`src/rtl/rinsc_pkg.sv`:
```
// Shared decoder types and constants for the rinsc pipeline.
// ctrl_t is the decoder output bundle carried from ID into EX.
package rinsc_pkg;

    typedef struct packed {
        logic [1:0] AluSrc;
        logic [3:0] AluOp;
        logic       PCSrc;
        logic       MemRead;
        logic       MemWrite;
        logic       RbSelect;
        logic [1:0] MemToReg;
        logic       RegWrite;
    } ctrl_t;

    localparam ctrl_t CTRL_NOP = '0;

    localparam logic [5:0] ADD  = 6'h00;
    localparam logic [5:0] MUL  = 6'h01;
    localparam logic [5:0] ADDI = 6'h08;
    localparam logic [5:0] SW   = 6'h10;
    localparam logic [5:0] LW   = 6'h11;
    localparam logic [5:0] JAL  = 6'h18;

    localparam logic [3:0] ALU_ADD = 4'd0;
    localparam logic [3:0] ALU_MUL = 4'd2;

    // AluSrc: 00 = rb, 01 = imm, 10 = pc.  MemToReg: 00 = alu, 01 = mem, 10 = pc+4.
    function automatic ctrl_t decode_ctrl(input logic [5:0] opcode);
        ctrl_t c;
        c = CTRL_NOP;
        case (opcode)
            ADD:  begin c.AluOp = ALU_ADD; c.RegWrite = 1'b1; end
            MUL:  begin c.AluOp = ALU_MUL; c.RegWrite = 1'b1; end
            ADDI: begin c.AluSrc = 2'b01; c.AluOp = ALU_ADD; c.RegWrite = 1'b1; end
            LW: begin
                c.AluSrc   = 2'b01;
                c.MemRead  = 1'b1;
                c.MemToReg = 2'b01;
                c.RegWrite = 1'b1;
            end
            SW: begin
                c.AluSrc   = 2'b01;
                c.MemWrite = 1'b1;
                c.RbSelect = 1'b1;
            end
            JAL: begin
                c.AluSrc   = 2'b10;
                c.PCSrc    = 1'b1;
                c.MemToReg = 2'b10;
                c.RegWrite = 1'b1;
            end
            default: c = CTRL_NOP;
        endcase
        return c;
    endfunction

endpackage

```
`src/rtl/hazard_detect.sv`:
```
// Combinational load-use detector: a load in EX whose destination feeds the ID
// instruction forces a one-cycle bubble.
module hazard_detect
    import rinsc_pkg::*;
#(
    parameter int unsigned RIDX = 5
) (
    input  logic            id_valid,
    input  ctrl_t           id_ctrl,
    input  logic [RIDX-1:0] id_ra,
    input  logic [RIDX-1:0] id_rb,
    input  logic            ex_valid,
    input  ctrl_t           ex_ctrl,
    input  logic [RIDX-1:0] ex_rd,
    output logic            load_use
);

    logic rb_used;
    logic ra_match;
    logic rb_match;

    always_comb begin
        rb_used  = (id_ctrl.AluSrc == 2'b00) | id_ctrl.MemWrite;
        ra_match = (ex_rd == id_ra);
        rb_match = rb_used & (ex_rd == id_rb);
        // r0 is hard-wired, so a load targeting it never creates a dependency
        load_use = id_valid & ex_valid & ex_ctrl.MemRead & ex_ctrl.RegWrite
                 & (ex_rd != '0) & (ra_match | rb_match);
    end

endmodule

```
`src/rtl/id_ex_stage.sv`:
```
// ID/EX pipeline register with hold, flush and load-use bubble insertion,
// plus a saturating count of inserted bubbles.
module id_ex_stage
    import rinsc_pkg::*;
#(
    parameter int unsigned XLEN = 32,
    parameter int unsigned RIDX = 5,
    parameter int unsigned CNTW = 16
) (
    input  logic            clk,
    input  logic            reset,
    input  logic            id_valid,
    input  ctrl_t           id_ctrl,
    input  logic [XLEN-1:0] id_pc,
    input  logic [XLEN-1:0] id_ra_data,
    input  logic [XLEN-1:0] id_rb_data,
    input  logic [XLEN-1:0] id_imm,
    input  logic [RIDX-1:0] id_ra,
    input  logic [RIDX-1:0] id_rb,
    input  logic [RIDX-1:0] id_rd,
    input  logic            flush,
    input  logic            ex_hold,
    output logic            ex_valid,
    output ctrl_t           ex_ctrl,
    output logic [XLEN-1:0] ex_pc,
    output logic [XLEN-1:0] ex_ra_data,
    output logic [XLEN-1:0] ex_rb_data,
    output logic [XLEN-1:0] ex_imm,
    output logic [RIDX-1:0] ex_ra,
    output logic [RIDX-1:0] ex_rb,
    output logic [RIDX-1:0] ex_rd,
    output logic            id_stall,
    output logic [CNTW-1:0] bubble_count
);

    logic load_use;

    hazard_detect #(
        .RIDX(RIDX)
    ) u_hazard_detect (
        .id_valid(id_valid),
        .id_ctrl (id_ctrl),
        .id_ra   (id_ra),
        .id_rb   (id_rb),
        .ex_valid(ex_valid),
        .ex_ctrl (ex_ctrl),
        .ex_rd   (ex_rd),
        .load_use(load_use)
    );

    // A flush discards the ID instruction anyway, so there is nothing to hold
    assign id_stall = ex_hold | (load_use & ~flush);

    always_ff @(posedge clk) begin
        if (reset) begin
            ex_valid     <= 1'b0;
            ex_ctrl      <= CTRL_NOP;
            ex_pc        <= '0;
            ex_ra_data   <= '0;
            ex_rb_data   <= '0;
            ex_imm       <= '0;
            ex_ra        <= '0;
            ex_rb        <= '0;
            ex_rd        <= '0;
            bubble_count <= '0;
        end else if (ex_hold) begin
            ex_valid <= ex_valid;
        end else if (flush | load_use) begin
            ex_valid   <= 1'b0;
            ex_ctrl    <= CTRL_NOP;
            ex_pc      <= '0;
            ex_ra_data <= '0;
            ex_rb_data <= '0;
            ex_imm     <= '0;
            ex_ra      <= '0;
            ex_rb      <= '0;
            ex_rd      <= '0;
            if (bubble_count != {CNTW{1'b1}}) begin
                bubble_count <= bubble_count + CNTW'(1);
            end
        end else begin
            ex_valid   <= id_valid;
            ex_ctrl    <= id_valid ? id_ctrl : CTRL_NOP;
            ex_pc      <= id_pc;
            ex_ra_data <= id_ra_data;
            ex_rb_data <= id_rb_data;
            ex_imm     <= id_imm;
            ex_ra      <= id_ra;
            ex_rb      <= id_rb;
            ex_rd      <= id_rd;
        end
    end

endmodule

```
`config.mk`:
```
export PLATFORM = sky130hd
export DESIGN_NAME = id_ex_stage
export DESIGN_NICKNAME = d
export VERILOG_FILES = /design/src/rtl/rinsc_pkg.sv /design/src/rtl/hazard_detect.sv /design/src/rtl/id_ex_stage.sv
export SDC_FILE = /design/constraint.sdc
export NUM_CORES = 1
export LEC_CHECK = 0
export CELL_PAD_IN_SITES_DETAIL_PLACEMENT = 1
export CELL_PAD_IN_SITES_GLOBAL_PLACEMENT = 1
export CORE_ASPECT_RATIO = 1.5
export CORE_UTILIZATION = 30
export CTS_CLUSTER_DIAMETER = 80
export DETAILED_ROUTE_END_ITERATION = 10
export GPL_ROUTABILITY_DRIVEN = 0
export PLACE_DENSITY_LB_ADDON = 0.1
export SYNTH_ARGS = -nofsm -noshare
export SYNTH_HDL_FRONTEND = slang
export SYNTH_SLANG_ARGS = --single-unit
```
`constraint.sdc`:
```
create_clock -name clk -period 7.2 [get_ports clk]
set_clock_uncertainty 0.15 [all_clocks]
set_input_delay 1.44 -clock clk [delete_from_list [all_inputs] [get_ports clk]]
set_output_delay 1.44 -clock clk [all_outputs]
set_load 0.005 [all_outputs]
```
Yosys cells after proc, flatten, opt, wreduce, memory -nomap -nowiden. Index checks and enable logic that the tools add are counted.

Add/subtract/negate cells: 1. Eq/ne operators: 3. Multiplexer cells: 10. Bitwise gates (word level): 13. Reduce and logical (&&, ||, !) cells: 3.

Operators by type and width (count): 32-bit 2-to-1 mux (4); 13-bit 2-to-1 mux (2); 16-bit by 1-bit adder with 16-bit output, second input constant (1); 16-bit inequality test, second input constant (1); 5-bit 2-to-1 mux (3); 5-bit == test (2); 1-bit AND (7); 5-bit nonzero test (1); 1-bit OR (4); 3-bit AND reduction (1); 2-bit zero test (1); 1-bit inverter (2); 1-bit 2-to-1 mux (1).

Bits in registers: 173. Input bits: 161. Output and inout port bits: 174. Word-level logic and storage cells: 47.

Longest topological paths before layout. Gate-level depths: netlist of run 1.

Depth after elaboration: 7. Depth in mapped cells: 9. Gate-level depth less buffers: 6.

Cells and area by module. Synthesis of run 1 repeated with hierarchy kept, for this count alone.

Cells, all modules: 636. Area, all modules: 6434.9 µm².

Modules (own cells, without submodules): id_ex_stage (times used 1, cells an instance 617, area an instance 6289.8 µm², seq. area each 3463.3 µm²); hazard_detect (times used 1, cells an instance 19, area an instance 145.1 µm², seq. area each 0.0 µm²).

Worst setup path before layout of run 1. Ideal clock, no wire load.

Path type: input to output. Start: in id_rb[3]. End: out id_stall. Arrival: 2030 ps. Required time: 5610 ps. Path slack: 3580 ps. Stages on the path: 5. Path buffers: 0. Cells stage by stage: xnor2_1 > nand4_1 > o22ai_1 > nand2_1 > o21bai_1.

Word-level cells in the longest chain between the ends: 6.

Ends and longest elaborated chain: start: declaration (RTL line id_ex_stage.sv:19) `input logic [RIDX-1:0] id_rb,`; 5-bit == test (RTL line hazard_detect.sv:25) `rb_match = rb_used & (ex_rd == id_rb);`; 1-bit AND (RTL line hazard_detect.sv:25); 1-bit OR (RTL line hazard_detect.sv:28) `& (ex_rd != '0) & (ra_match | rb_match);`; 1-bit AND (RTL line hazard_detect.sv:28); 1-bit AND (RTL line id_ex_stage.sv:52) `assign id_stall = ex_hold | (load_use & ~flush);`; 1-bit OR (RTL line id_ex_stage.sv:52); end: declaration (RTL line id_ex_stage.sv:32) `output logic id_stall,`.

No other way between the ends.

Final worst setup path of run 1.
Start: in id_valid. End: out id_stall.

Word-level cells in the longest chain between the ends: 7.

Ends and longest elaborated chain: start: declaration (RTL line id_ex_stage.sv:12) `input logic id_valid,`; 1-bit AND (3 in series) (RTL line hazard_detect.sv:27) `load_use = id_valid & ex_valid & ex_ctrl.MemRead & ex_ctrl.RegWrite`; 1-bit AND (2 in series) (RTL line hazard_detect.sv:28); 1-bit AND (RTL line id_ex_stage.sv:52); 1-bit OR (RTL line id_ex_stage.sv:52).

No other way between the ends.

==> reports/results.ini, run 1 <==
[critical_path]
slowest_stage = clkdlybuf4s50_1
crit_path_frequent_cell = clkdlybuf4s50_1
cp_top_family = buffers and inverters
cp_max_fo = 15
worstPathArrival_ns = 3.47
crit_buf_inv = 2
max_stage_delay_ns = 0.82
setup.worst_path.start_class = primary input
critPathCaptureType = output pin
critPathKind = primary input to output pin
crit_required_ns = 5.61
cp_cell_sequence = clkdlybuf4s50_1, nand4_1, a21oi_1, nand2_1, o21bai_1, clkdlybuf4s50_1

[final_layout]
fin_nets = 947
multi_input_area_um2 = 2040
syn2layout_area_growth_pct = 72.2
final_area_um2 = 9810
layout.area.seq_um2 = 3460
fillers = 1940
final_layout_size_suffix_gt1_share_pct = 5.40

[floorplan]
num_rows = 61
die_y_um = 171
ioPinCount = 335
dieArea_um2 = 19600
initial_core_util_pct = 30.7
core_area_um2 = 18500
chipWidth_um = 115

[clock_network]
cts_resized = 0
cts-root-buf = clkbuf_16
clk_pin_slew_ns = 0.07
cts_sinks = 173
h-tree-depth = 4
clk_path_buf_depth = 2
cts_hold_buf = 0
cts_tree = built
clock_latency_ns = 0.42
cts_buffers = 17
postCtsSetupBuffers = 0

[synthesis]
yosys_warnings = 0
synth-edff-count = 0
synth-simple-area-share_pct = 5.49
async_reset_ff_share_pct = 0
synth_most_common_cell = dfxtp_1
yosysSeqAreaShare_pct = 60.8
syn_area_per_cell_um2 = 12.0
synthesis.area_um2 = 5700
synthMuxAreaShare_pct = 0
yosys.area.top_type = dfxtp_1
synth_area_leaders = dfxtp_1 (61%), a22o_1 (22%), a32o_1 (2.3%)
synth_ff_type = dfxtp_1
netlist_instances = 473
ys_top_cells_by_count = dfxtp_1 (173), a22o_1 (144), clkbuf_1 (31)
post-synth-top-area-fraction_pct = 60.8
synth_xor_area_share_pct = 1.54
synthAdderAreaFrac_pct = 0.220
ys_types = 33
yosys_register_bits = 173
synth-compound-area-share_pct = 28.3
synthesis.nets = 635
synth_top_family_by_area = compound AO/OA/AOI/OAI gates

[sta]
tns_ns = 0
holdWs_ns = 0.317
fin_crit_sh_pct = 70.3
max_clock_freq_ghz = 0.198
slew_headroom_pct = 18.8
slew_violations = 0
setup_viol = 0
rsz0062_at_grt = no
worstMarginPinSlew_ns = 1.22
finalCriticalPeriod_ns = 5.06
final_hold_viol_count = 0

[placed_design]
port_buffers = 334
dp_hpwl_um = 15000
dpl-instance-area_um2 = 9220

[grt]
grt_pass1_vias = 5541
grt_antenna_before_repair = 0
grt_max_degree = 81
grt_pass1_wl_um = 30600
overflow = 0
grt_use_total_pct = 20.7

[pwr]
leakagePower_nw = 3.57
vdd_ir_drop_max_uv = 152
power_density_nw_per_um2 = 223

[drt]
drtPass1Iterations = 4
routed_wl_um = 20600
ant_nets = 0
viasPerCell = 5.01
post-route-drc-count = 0
drt_iter0_drc = 218
wl_per_cell_um = 19.6
vias = 5260

[min_path]
hold_class = flip-flop to flip-flop

[flow_run]
max-cap-violations = 0

[status]
outcome = completed

[cell families after synthesis]
logic type	Yosys count
buffers and inverters	48
and+or+nand+nor	48
DFF	173
xor gates and xnor gates	10
adders and majority gates	1
AOI/OAI and AO/OA	193
[layer usage]
layer	up-vias	global-route usage, %	routed length [um]
met5	-	0	0
met4	0	10.1	682
met3	38	7.93	1860
met2	244	36.2	10600
met1	2516	21.6	7390
li1	2462	-	-
[layout by cell type, fill, tap and decap left out, drive strengths merged, types with 8 or more instances in the layout]
cell type and instances:
nand3 8, o31ai 12, xnor2 10, clkbuf 18, or4 13, a32o 13
a22o 144, a21oi 17, clkdlybuf4s50 334, dfxtp 173, inv 9
[final timing paths]
path                                 start  slack (ns)  depth (start not counted)    endpoint
worst max-delay path              id_valid        2.14                          6    id_stall
worst min-delay path            ex_ctrl[1]        0.32                          1  ex_ctrl[1]
worst max register to register    ex_rd[0]        3.84                          7  ex_imm[13]
worst min register to register  ex_ctrl[1]        0.32                          1  ex_ctrl[1]
[worst reg2reg max path: cells and delay by family, from the launching register on]
family / cells / cell delay [ns]
XOR/XNOR: 1 / 0.11
AND/OR/NAND/NOR: 1 / 0.35
buffers and inverters: 1 / 0.70
flip-flops: 1 / 0.46
AO/OA/AOI/OAI: 4 / 1.53
[power by group]
group | leakage, nW | internal [mW] | total, mW | switching [mW]
clock network | 0.289 | 0.528 | 0.935 | 0.407
registers | 1.41 | 0.991 | 1.01 | 0.0214
logic | 1.87 | 0.163 | 0.243 | 0.0802
total | 3.57 | 1.68 | 2.19 | 0.508
[area by class of cell]
class,count,share of cell area (%)
clock inverter,13,1.57
timing repair buffer,338,34.5
multi-input combinational,252,20.8
inverter,3,0.115
clock buffer,18,4.48
sequential,173,35.3
antenna,1,0.0255
tap,252,3.21
[state kept, by name, summed over array words and instances, names as in the netlist]
register and count:
ex_imm 32, ex_pc 32, ex_ra_data 32, ex_rb_data 32, bubble_count 16, ex_ctrl 13, ex_ra 5, ex_rb 5
ex_rd 5, ex_valid 1
[stage by stage]
stage	worst slack, ns	std cells	power, mW	utilization [%]
2_1_floorplan	3.58	473	1.10	-
3_3_place_gp	2.17	1018	1.27	49.7
3_5_place_dp	2.10	1018	1.28	49.7
4_1_cts	2.10	1049	2.22	52.9
5_1_grt	1.99	1049	2.27	52.9
6_report	2.14	1050	2.19	52.9
Power figures use the tool's default switching activity.
==> run 2, diff against run 1 <==
--- a/config.mk
+++ b/config.mk
@@ -8,7 +8,7 @@
 export CELL_PAD_IN_SITES_DETAIL_PLACEMENT = 1
 export CELL_PAD_IN_SITES_GLOBAL_PLACEMENT = 1
 export CORE_ASPECT_RATIO = 1.5
-export CORE_UTILIZATION = 30
+export CORE_UTILIZATION = 25
 export CTS_CLUSTER_DIAMETER = 80
 export DETAILED_ROUTE_END_ITERATION = 10
 export GPL_ROUTABILITY_DRIVEN = 0
==> constraint.sdc (replaced) <==
create_clock -name clk -period 4.25 [get_ports clk]
set_clock_uncertainty 0.15 [all_clocks]
set_input_delay 0.85 -clock clk [delete_from_list [all_inputs] [get_ports clk]]
set_output_delay 0.85 -clock clk [all_outputs]
set_load 0.005 [all_outputs]
==> run 2 against run 1 <==
The run now ends with DRC left. Combinational power rose by 72%. Utilization fell by 8.6 points. Sequential share of layout area fell by 0.40 points. Via count barely moved. Power rose by 74%. Worst hold slack improved by 0.0010 ns. Critical path depth rose by 1. Critical path type unchanged.
==> reports/results.ini, run 2 (same netlist as run 1, synthesis figures left out) <==
[clock_network]
cts-root-buf = clkbuf_16
cts_sinks = 173  ; unchanged
clk_pin_slew_ns = 0.06  ; about the same
clock_latency_ns = 0.42  ; about the same
cts_hold_buf = 0  ; unchanged
cts_buffers = 17  ; unchanged
postCtsSetupBuffers = 0  ; unchanged
h-tree-depth = 4  ; unchanged
clk_path_buf_depth = 2  ; unchanged
cts_resized = 0  ; unchanged
cts_tree = built

[sta]
slew_violations = 0  ; unchanged
tns_ns = 0  ; unchanged
final_hold_viol_count = 0  ; unchanged
slew_headroom_pct = 59.9  ; +41 points
setup_viol = 0  ; unchanged
finalCriticalPeriod_ns = 3.66
fin_crit_sh_pct = 86.1
max_clock_freq_ghz = 0.273
holdWs_ns = 0.318  ; +0.00102 ns
rsz0062_at_grt = no
worstMarginPinSlew_ns = 0.601  ; -0.616 ns

[final_layout]
syn2layout_area_growth_pct = 74.2
final_common_cell = clkdlybuf4s50_1
fillers = 2400  ; +24%
final_layout_size_suffix_gt1_share_pct = 5.49  ; +0.098 points
fin_nets = 950  ; +0.32%
mostFrequentLayoutCells = clkdlybuf4s50_1 (334), dfxtp_1 (173), a22o_1 (144), clkbuf_16 (17), a21oi_1 (16)

[drt]
post-route-drc-count = 28  ; +28
viasPerCell = 4.87  ; -2.7%
drt_iter0_drc = 325  ; +49%
ant_nets = 0  ; unchanged
drtPass1Iterations = 7  ; +3
vias = 5263  ; +0.057%
wl_per_cell_um = 20.1  ; +2.5%
routed_wl_um = 21700  ; +5.4%

[grt]
grt_pass1_vias = 5686  ; +2.6%
use_met1_pct = 18.9  ; -2.7 points
grt_antenna_before_repair = 3  ; +3
overflow = 0  ; unchanged
grt_pass1_wl_um = 33200  ; +8.4%
top_usage_layer = met2
grtUsageMet3_pct = 7.95  ; +0.017 points
grt_max_degree = 104  ; +28%
grt_use_total_pct = 18.6  ; -2.1 points
grt_use_met2_pct = 33.0  ; -3.2 points

[floorplan]
dieArea_um2 = 23400  ; +20%
die_y_um = 187  ; +9.4%
ioPinCount = 335  ; unchanged
num_rows = 67  ; +9.8%
initial_core_util_pct = 25.5  ; -5.3 points
chipWidth_um = 125  ; +9.4%
core_area_um2 = 22400  ; +21%

[placed_design]
port_buffers = 334  ; unchanged
dp_hpwl_um = 15600  ; +4.2%

[critical_path]
setup.worst_path.start_class = primary input
critPathCaptureType = output pin
max_stage_delay_ns = 0.56  ; -0.26 ns
critPathKind = primary input to output pin
slowest_stage = clkdlybuf4s50_1
reg2reg_depth = 6  ; -1
cp_max_fo = 2  ; -13
crit_required_ns = 3.25  ; -2.36 ns
cp_cell_sequence = clkdlybuf4s50_1, xnor2_1, o21ai_1, o22ai_1, nand2_1, o21bai_1, clkdlybuf4s50_1
crit_path_frequent_cell = clkdlybuf4s50_1
worstPathArrival_ns = 2.66  ; -0.81 ns

[flow_run]
max-cap-violations = 0  ; unchanged

[min_path]
hold_class = flip-flop to flip-flop
min_path_cells = 1  ; unchanged

[status]
outcome = finished, violations left
violations = DRC

[pwr]
vdd_ir_drop_max_uv = 239  ; +57%
power_density_nw_per_um2 = 385  ; +72%
leakagePower_nw = 3.60  ; +0.91%

run 2: cell count changes in the layout (fill, tap and decap cells not counted):
cell       delta
clkbuf_8      +2
buf_12        +1
buf_4         +2
diode_2       +2
clkinv_2      -1
bufinv_16     +2
inv_6         -2
clkbuf_1      +3
inv_8         -3
run 2: per-layer routing:
| metal | wire [um] | part of all wire, % | vias up |
|---|---|---|---|
| li1 | - | - | 2466 |
| met1 | 7960 | 37 | 2560 |
| met2 | 11200 | 52 | 215 |
| met3 | 2020 | 9.3 | 22 |
| met4 | 454 | 2.1 | 0 |
| met5 | 0 | 0 | - |
run 2: final cells by class:
cell class	count	area, um2	share of cell area, %
inverters	3	11.3	0.113
clock inverters	9	158	1.59
multi-input cells	252	2040	20.6
flip-flops and latches	173	3460	34.9
repair buffers	341	3420	34.5
diodes	3	7.51	0.0756
well taps	276	345	3.48
clock buffers	23	478	4.82
run 2: critical path: cells and delay by family:
family / cells / cell delay (ns)
buffers and inverters: 2 / 1.07
AO/OA/AOI/OAI: 3 / 0.52
XOR/XNOR: 1 / 0.14
AND/OR/NAND/NOR: 1 / 0.08
run 2: worst paths after layout:
kind                        start                to  slack, ns
setup / recovery         id_rb[0]          id_stall       0.59
hold / removal         ex_ctrl[8]        ex_ctrl[8]       0.32
setup reg to reg  bubble_count[0]  bubble_count[15]       1.58
hold reg to reg        ex_ctrl[8]        ex_ctrl[8]       0.32
run 2: report_power, final:
group / switching [mW] / internal (mW) / total [mW]
Clock: 0.649 / 1.03 / 1.68
Combinational: 0.139 / 0.279 / 0.418
Sequential: 0.0367 / 1.68 / 1.72
Total: 0.825 / 2.99 / 3.82
run 2: stage by stage:
stage                     setup slack [ns]  cells  util [%]  total power, mW  cell area (um2)
final                                0.589   1080      44.3             3.82             9920
after global routing                 0.470   1079      44.3             3.98             9920
after CTS                            0.546   1077      44.3             3.88             9920
after detailed placement             0.548   1045      41.5             2.17             9280
after global placement               0.612   1045      41.5             2.16             9280
after floorplan                       1.60    473         -             1.86             5700
